===== config.mk =====
export PLATFORM = sky130hd
export DESIGN_NAME = key_event_decoder
export DESIGN_NICKNAME = d
export VERILOG_FILES = /design/src/rtl/key_event_decoder_pkg.sv /design/src/rtl/key_event_decoder_fsm.sv /design/src/rtl/key_event_decoder.sv
export SDC_FILE = /design/constraint.sdc
export NUM_CORES = 1
export LEC_CHECK = 0
export ABC_AREA = 0
export CAP_MARGIN = 20
export CORE_MARGIN = 2
export CORE_UTILIZATION = 28
export CTS_CLUSTER_SIZE = 28
export DETAILED_ROUTE_END_ITERATION = 7
export PLACE_DENSITY = 0.43
export SYNTH_ARGS = -nofsm -noshare
export SYNTH_HDL_FRONTEND = slang
export SYNTH_SLANG_ARGS = --single-unit

===== constraint.sdc =====
create_clock -name clk -period 2.55 [get_ports clk]
set_input_delay 0.51 -clock clk [delete_from_list [all_inputs] [get_ports clk]]
set_output_delay 0.51 -clock clk [all_outputs]
set_load 0.005 [all_outputs]

===== src/rtl/key_event_decoder_pkg.sv =====
// Shared types and constants for the key event decoder.
// Build option KEY_REPEAT_EN (used by the FSM and top) enables auto-repeat pulses.
package key_event_pkg;

  typedef enum logic [1:0] {
    WAIT_REL = 2'd0,
    IDLE     = 2'd1,
    PRESS    = 2'd2,
    LONG     = 2'd3
  } key_state_e;

  // Debounced key level that means "pressed" (keys are active-low).
  localparam logic KEY_PRESSED = 1'b0;

  // Number of clk cycles per 1 ms tick.
  function automatic int unsigned tick_div(input int unsigned clk_hz);
    return clk_hz / 1000;
  endfunction

endpackage


===== src/rtl/key_event_decoder_fsm.sv =====
// Per-key classifier: turns one registered key level into short/long/repeat
// pulses and a held level. Auto-repeat is built only when KEY_REPEAT_EN is defined.
module key_event_fsm
  import key_event_pkg::*;
#(
  parameter int unsigned LONG_MS   = 1000,
  parameter int unsigned REPEAT_MS = 200
) (
  input  logic clk,
  input  logic rst,
  input  logic ms_tick,
  input  logic key_q,
  output logic key_short,
  output logic key_long,
  output logic key_repeat,
  output logic key_held
);

  localparam int unsigned HOLD_W = (LONG_MS > 1) ? $clog2(LONG_MS) : 1;
  localparam logic [HOLD_W-1:0] HOLD_MAX = HOLD_W'(LONG_MS - 1);

  if (LONG_MS < 1 || REPEAT_MS < 1) begin : g_bad_param
    $error("key_event_fsm: LONG_MS and REPEAT_MS must be at least 1");
  end

  key_state_e        state_q, state_d;
  logic [HOLD_W-1:0] hold_q, hold_d;
  logic              short_d, long_d, held_d;

`ifdef KEY_REPEAT_EN
  localparam int unsigned REP_W = (REPEAT_MS > 1) ? $clog2(REPEAT_MS) : 1;
  localparam logic [REP_W-1:0] REP_MAX = REP_W'(REPEAT_MS - 1);

  logic [REP_W-1:0] rep_q, rep_d;
  logic             repeat_d;
`endif

  // Next-state, counter and pulse decode; release always takes priority over a tick.
  always_comb begin
    state_d = state_q;
    hold_d  = hold_q;
    short_d = 1'b0;
    long_d  = 1'b0;
`ifdef KEY_REPEAT_EN
    rep_d    = rep_q;
    repeat_d = 1'b0;
`endif
    case (state_q)
      WAIT_REL: begin
        if (key_q != KEY_PRESSED) state_d = IDLE;
      end
      IDLE: begin
        if (key_q == KEY_PRESSED) begin
          state_d = PRESS;
          hold_d  = '0;
        end
      end
      PRESS: begin
        if (key_q != KEY_PRESSED) begin
          state_d = IDLE;
          short_d = 1'b1;
        end else if (ms_tick) begin
          if (hold_q == HOLD_MAX) begin
            state_d = LONG;
            long_d  = 1'b1;
`ifdef KEY_REPEAT_EN
            rep_d   = '0;
`endif
          end else begin
            hold_d = hold_q + HOLD_W'(1);
          end
        end
      end
      LONG: begin
        if (key_q != KEY_PRESSED) begin
          state_d = IDLE;
        end
`ifdef KEY_REPEAT_EN
        else if (ms_tick) begin
          if (rep_q == REP_MAX) begin
            repeat_d = 1'b1;
            rep_d    = '0;
          end else begin
            rep_d = rep_q + REP_W'(1);
          end
        end
`endif
      end
      default: state_d = WAIT_REL;
    endcase
    held_d = (state_d == PRESS) || (state_d == LONG);
  end

  // State, hold counter and registered outputs.
  always_ff @(posedge clk) begin
    if (rst) begin
      state_q   <= WAIT_REL;
      hold_q    <= '0;
      key_short <= 1'b0;
      key_long  <= 1'b0;
      key_held  <= 1'b0;
    end else begin
      state_q   <= state_d;
      hold_q    <= hold_d;
      key_short <= short_d;
      key_long  <= long_d;
      key_held  <= held_d;
    end
  end

`ifdef KEY_REPEAT_EN
  // Repeat counter and registered repeat pulse.
  always_ff @(posedge clk) begin
    if (rst) begin
      rep_q      <= '0;
      key_repeat <= 1'b0;
    end else begin
      rep_q      <= rep_d;
      key_repeat <= repeat_d;
    end
  end
`else
  assign key_repeat = 1'b0;
`endif

endmodule


===== src/rtl/key_event_decoder.sv =====
// Key event decoder top: shared 1 ms timebase, input register and one
// classifier FSM per key. Define KEY_REPEAT_EN to build auto-repeat pulses.
module key_event_decoder
  import key_event_pkg::*;
#(
  parameter int unsigned NUM_KEYS  = 3,
  parameter int unsigned CLK_HZ    = 50_000_000,
  parameter int unsigned LONG_MS   = 1000,
  parameter int unsigned REPEAT_MS = 200
) (
  input  logic                clk,
  input  logic                rst,
  input  logic [NUM_KEYS-1:0] key_level,
  output logic [NUM_KEYS-1:0] key_short,
  output logic [NUM_KEYS-1:0] key_long,
  output logic [NUM_KEYS-1:0] key_repeat,
  output logic [NUM_KEYS-1:0] key_held
);

  localparam int unsigned TICK_DIV = tick_div(CLK_HZ);
  localparam int unsigned TICK_W   = (TICK_DIV > 1) ? $clog2(TICK_DIV) : 1;
  localparam logic [TICK_W-1:0] TICK_MAX = TICK_W'(TICK_DIV - 1);

  if (TICK_DIV < 1) begin : g_bad_clk
    $error("key_event_decoder: CLK_HZ must be at least 1000");
  end

  logic [TICK_W-1:0]   tick_cnt;
  logic                ms_tick;
  logic [NUM_KEYS-1:0] key_q;

  assign ms_tick = (tick_cnt == TICK_MAX);

  // 1 ms timebase: counts 0..TICK_DIV-1 and wraps.
  always_ff @(posedge clk) begin
    if (rst || ms_tick) tick_cnt <= '0;
    else                tick_cnt <= tick_cnt + TICK_W'(1);
  end

  // Input register; left free-running through reset so the FSMs see the real
  // key level straight after reset and a key held through reset stays in WAIT_REL.
  always_ff @(posedge clk) begin
    key_q <= key_level;
  end

  for (genvar k = 0; k < NUM_KEYS; k++) begin : g_key
    key_event_fsm #(
      .LONG_MS   (LONG_MS),
      .REPEAT_MS (REPEAT_MS)
    ) u_fsm (
      .clk        (clk),
      .rst        (rst),
      .ms_tick    (ms_tick),
      .key_q      (key_q[k]),
      .key_short  (key_short[k]),
      .key_long   (key_long[k]),
      .key_repeat (key_repeat[k]),
      .key_held   (key_held[k])
    );
  end

endmodule

==> run summary <==
Outcome: complete, no violations
Post-CTS sizing: 0
Max_cap viols: 0
Fin. max-slew vios: 0
Worst VDD drop: 0.189 mV
Hold path startpoint: tick_cnt[0]
Post-synthesis adder-cell area fraction: 3.99%
Clock tree buffer depth: 2
Warnings from Yosys: 0
Unrepaired setup endpoints after global routing: no
Commonest non-fill, non-tap cell in the layout: dfxtp_1
Clock slew at reported path FFs: 0.07 ns
Post-DP HPWL: 4520 microns
Commonest non-fill, non-tap cells in the layout: dfxtp_1, nor2_1, nand2_1, xnor2_1, a21oi_1
DRT Pass-1 Iters: 4
CTS Buf Count: 9
H-tree level count: 3
FMAX: 426 MHz
Critical path fanouts, max: 14
Worst-Margin Slew: 0.796 ns
GRT Total Usage: 11.8%
Final Hold Viols: 0
Fin crit share: 92.0%
Initial antenna violation count: 0
Final #Nets: 391
Data arrival, critical path: 2.60 ns
Setup TNS: 0 ns
Avg WL per Cell: 12.6 microns
R2r setup slk: 0.21 ns
Tot Pwr: 2.18 mW
CTS tree: yes
FF+latch count, synth: 64
Rows: 38
Cts hold-fix bufs: 0
FF-to-FF path depth: 6
Mux share of post-synthesis cell area: 1.36%
PortBufs: 13
# IOs: 17
Largest family of logic cells by synthesized area: simple AND/OR/NAND/NOR gates
Synth top area cells: dfxtp_1, nor2_1, xnor2_1, ha_1, nand2_1
Type of the worst min-delay path: reg2reg
Crit-path cells: ha_1, and3_1, nand4_4, or4_4, or4_1, a21oi_1
Compound-Gate Fraction of Synth Area: 12.8%
Root buffer cell: clkbuf_8
Drt initial violations: 85
Worst setup SP type: flop
Mapped Area: 3140 sq um
CP Class: reg2reg
Vias in the first global route: 2382
CP max stage delay: 0.60 ns
Setup Viol. Count Final: 0
Post-route ant nets: 0
# clock sinks: 64
Die H: 110 microns
XOR/XNOR Fraction of Synth Area: 7.25%
Mapped Avg Cell Area: 8.70 sq um
Library cells used by synthesis: 52
Clk_lat worst skew: 0.34 ns
Simple-Gate Fraction of Synth Area: 27.7%
Cell taking the most area after synthesis: dfxtp_1
Via count: 2480
Die ar.: 12100 sq um
First-pass GRT wire length: 11100 microns
Mapped Cells: 361
WHS Endpoint: tick_cnt[0]
Min-Delay Path Depth: 1
R2R Path Start: tick_cnt[0]
Via density: 4.77
Share of layout cells above drive strength 1: 10.0%
Slowest cell on crit path: or4_4
Worst slew margin: 46.8%
Register area share after synthesis: 40.8%
Async set or reset register ratio after synthesis: 0%
Pwr/cell area: 604 nW/um^2
GP Congestion: 0.744
Critical Path Sink Type: flop
Grt ovf: 0
Minimum clock period: 2.34 ns
Core area: 10900 sq um
Primary FF master, synth: dfxtp_1
Setup Buffers After CTS: 0
Share of the synthesized area in the top cell type: 40.8%
Routed WL: 6550 microns
DRC viols: 0
Area Growth Syn to Fin: 14.8%
Initial Util: 28.8%
Post-synth EDFFs: 0
Leak pwr: 1.23 nW
Reg2reg end: g_key[1].u_fsm.hold_q[6]
# diodes: 0
Largest net degree at the start of global routing: 18
Fin Clk Skew: 0.0104 ns
Required time of the critical path: 2.81 ns
Die X: 110 microns
==> through the flow <==
stage	hold WS [ns]	instances	util, %	worst slack (ns)	instance area [sq um]
2_1_floorplan	0.418	363	-	0.350	3150
3_3_place_gp	0.432	505	31.3	0.306	3400
3_5_place_dp	0.445	505	31.3	0.249	3400
4_1_cts	0.460	520	33.1	0.210	3600
5_1_grt	0.484	520	33.1	0.0208	3600
6_report	0.454	520	33.1	0.205	3600
==> synth_stat cells (2+ instances only) <==
master	instances
or4_1	6
a21oi_1	17
a41o_1	2
and3_1	8
o21bai_1	2
and2_1	3
dfxtp_1	64
nor2b_1	4
nor3b_1	3
o21ai_0	10
ha_1	10
clkbuf_1	10
inv_1	13
nor2_1	48
mux2_2	2
a31oi_1	6
o2111ai_1	2
nand3_1	12
nand4b_1	2
nor4b_1	3
nand4_1	4
o211ai_1	2
a21o_1	3
xnor2_1	17
and4bb_2	2
nor3_1	7
or3_1	3
nand2_1	28
o31ai_1	4
nand2b_1	4
mux2i_1	2
xor2_1	9
a221oi_1	3
a2111oi_0	4
nor4_1	11
or2_2	4
buf_4	12
==> metal layers <==
| metal | up-vias | track usage (%) | share of wire, % | wire length (microns) |
|---|---|---|---|---|
| li1 | 1299 | - | - | - |
| met1 | 1139 | 16.0 | 54 | 3510 |
| met2 | 30 | 17.5 | 42 | 2750 |
| met3 | 12 | 2.79 | 2.6 | 169 |
| met4 | 0 | 5.42 | 1.8 | 121 |
| met5 | - | 0 | 0 | 0 |
==> critical path, delay by kind of cell (launching register included) <==
family,cells,cell delay [ns]
and+or+nand+nor,4,1.54
DFF,1,0.36
AOI/OAI and AO/OA,1,0.17
adders and majority gates,1,0.20
==> how the worst max path moves through the flow <==
stage / start / to / slack (ns) / cells past startpoint
after global placement: tick_cnt[0] / g_key[1].u_fsm.hold_q[7] / 0.31 / 6
after global routing: tick_cnt[0] / g_key[2].u_fsm.hold_q[9] / 0.02 / 6
final: tick_cnt[0] / g_key[1].u_fsm.hold_q[6] / 0.21 / 6
after detailed placement: tick_cnt[0] / g_key[1].u_fsm.hold_q[6] / 0.25 / 6
after CTS: tick_cnt[0] / g_key[1].u_fsm.hold_q[6] / 0.21 / 6
after floorplan: tick_cnt[0] / g_key[2].u_fsm.hold_q[9] / 0.35 / 7
==> kinds of logic (layout without fill, tap and decap cells) <==
| kind of cell | Yosys count | after routing |
|---|---|---|
| buf+inv | 36 | 53 |
| simple gates | 159 | 159 |
| compound gates | 61 | 61 |
| fa+ha+maj | 10 | 10 |
| flops | 64 | 64 |
| mux | 4 | 4 |
| other cells | 1 | 3 |
| xor+xnor | 26 | 26 |
==> registers in the layout (all words and copies together), names as in the netlist <==
name and flops:
g_key.u_fsm.key_held 3, tick_cnt 16, g_key.u_fsm.key_long 3, g_key.u_fsm.state_q 6, g_key.u_fsm.hold_q 30, g_key.u_fsm.key_short 3
key_q 3
==> area by class of cell <==
type	count	area (sq um)
timing repair buffer	25	220
multi-input combinational	263	1680
clock buffer	11	131
sequential	64	1280
fill	1140	7280
tap	140	175
clock inverter	4	70.1
inverter	13	48.8
==> power breakdown <==
part	internal (mW)	switching (mW)	leakage, nW
combinational	0.0883	0.118	0.613
clock	0.543	0.387	0.103
sequential	1.02	0.0182	0.518
Note: power is estimated with default switching activity, not from simulation.
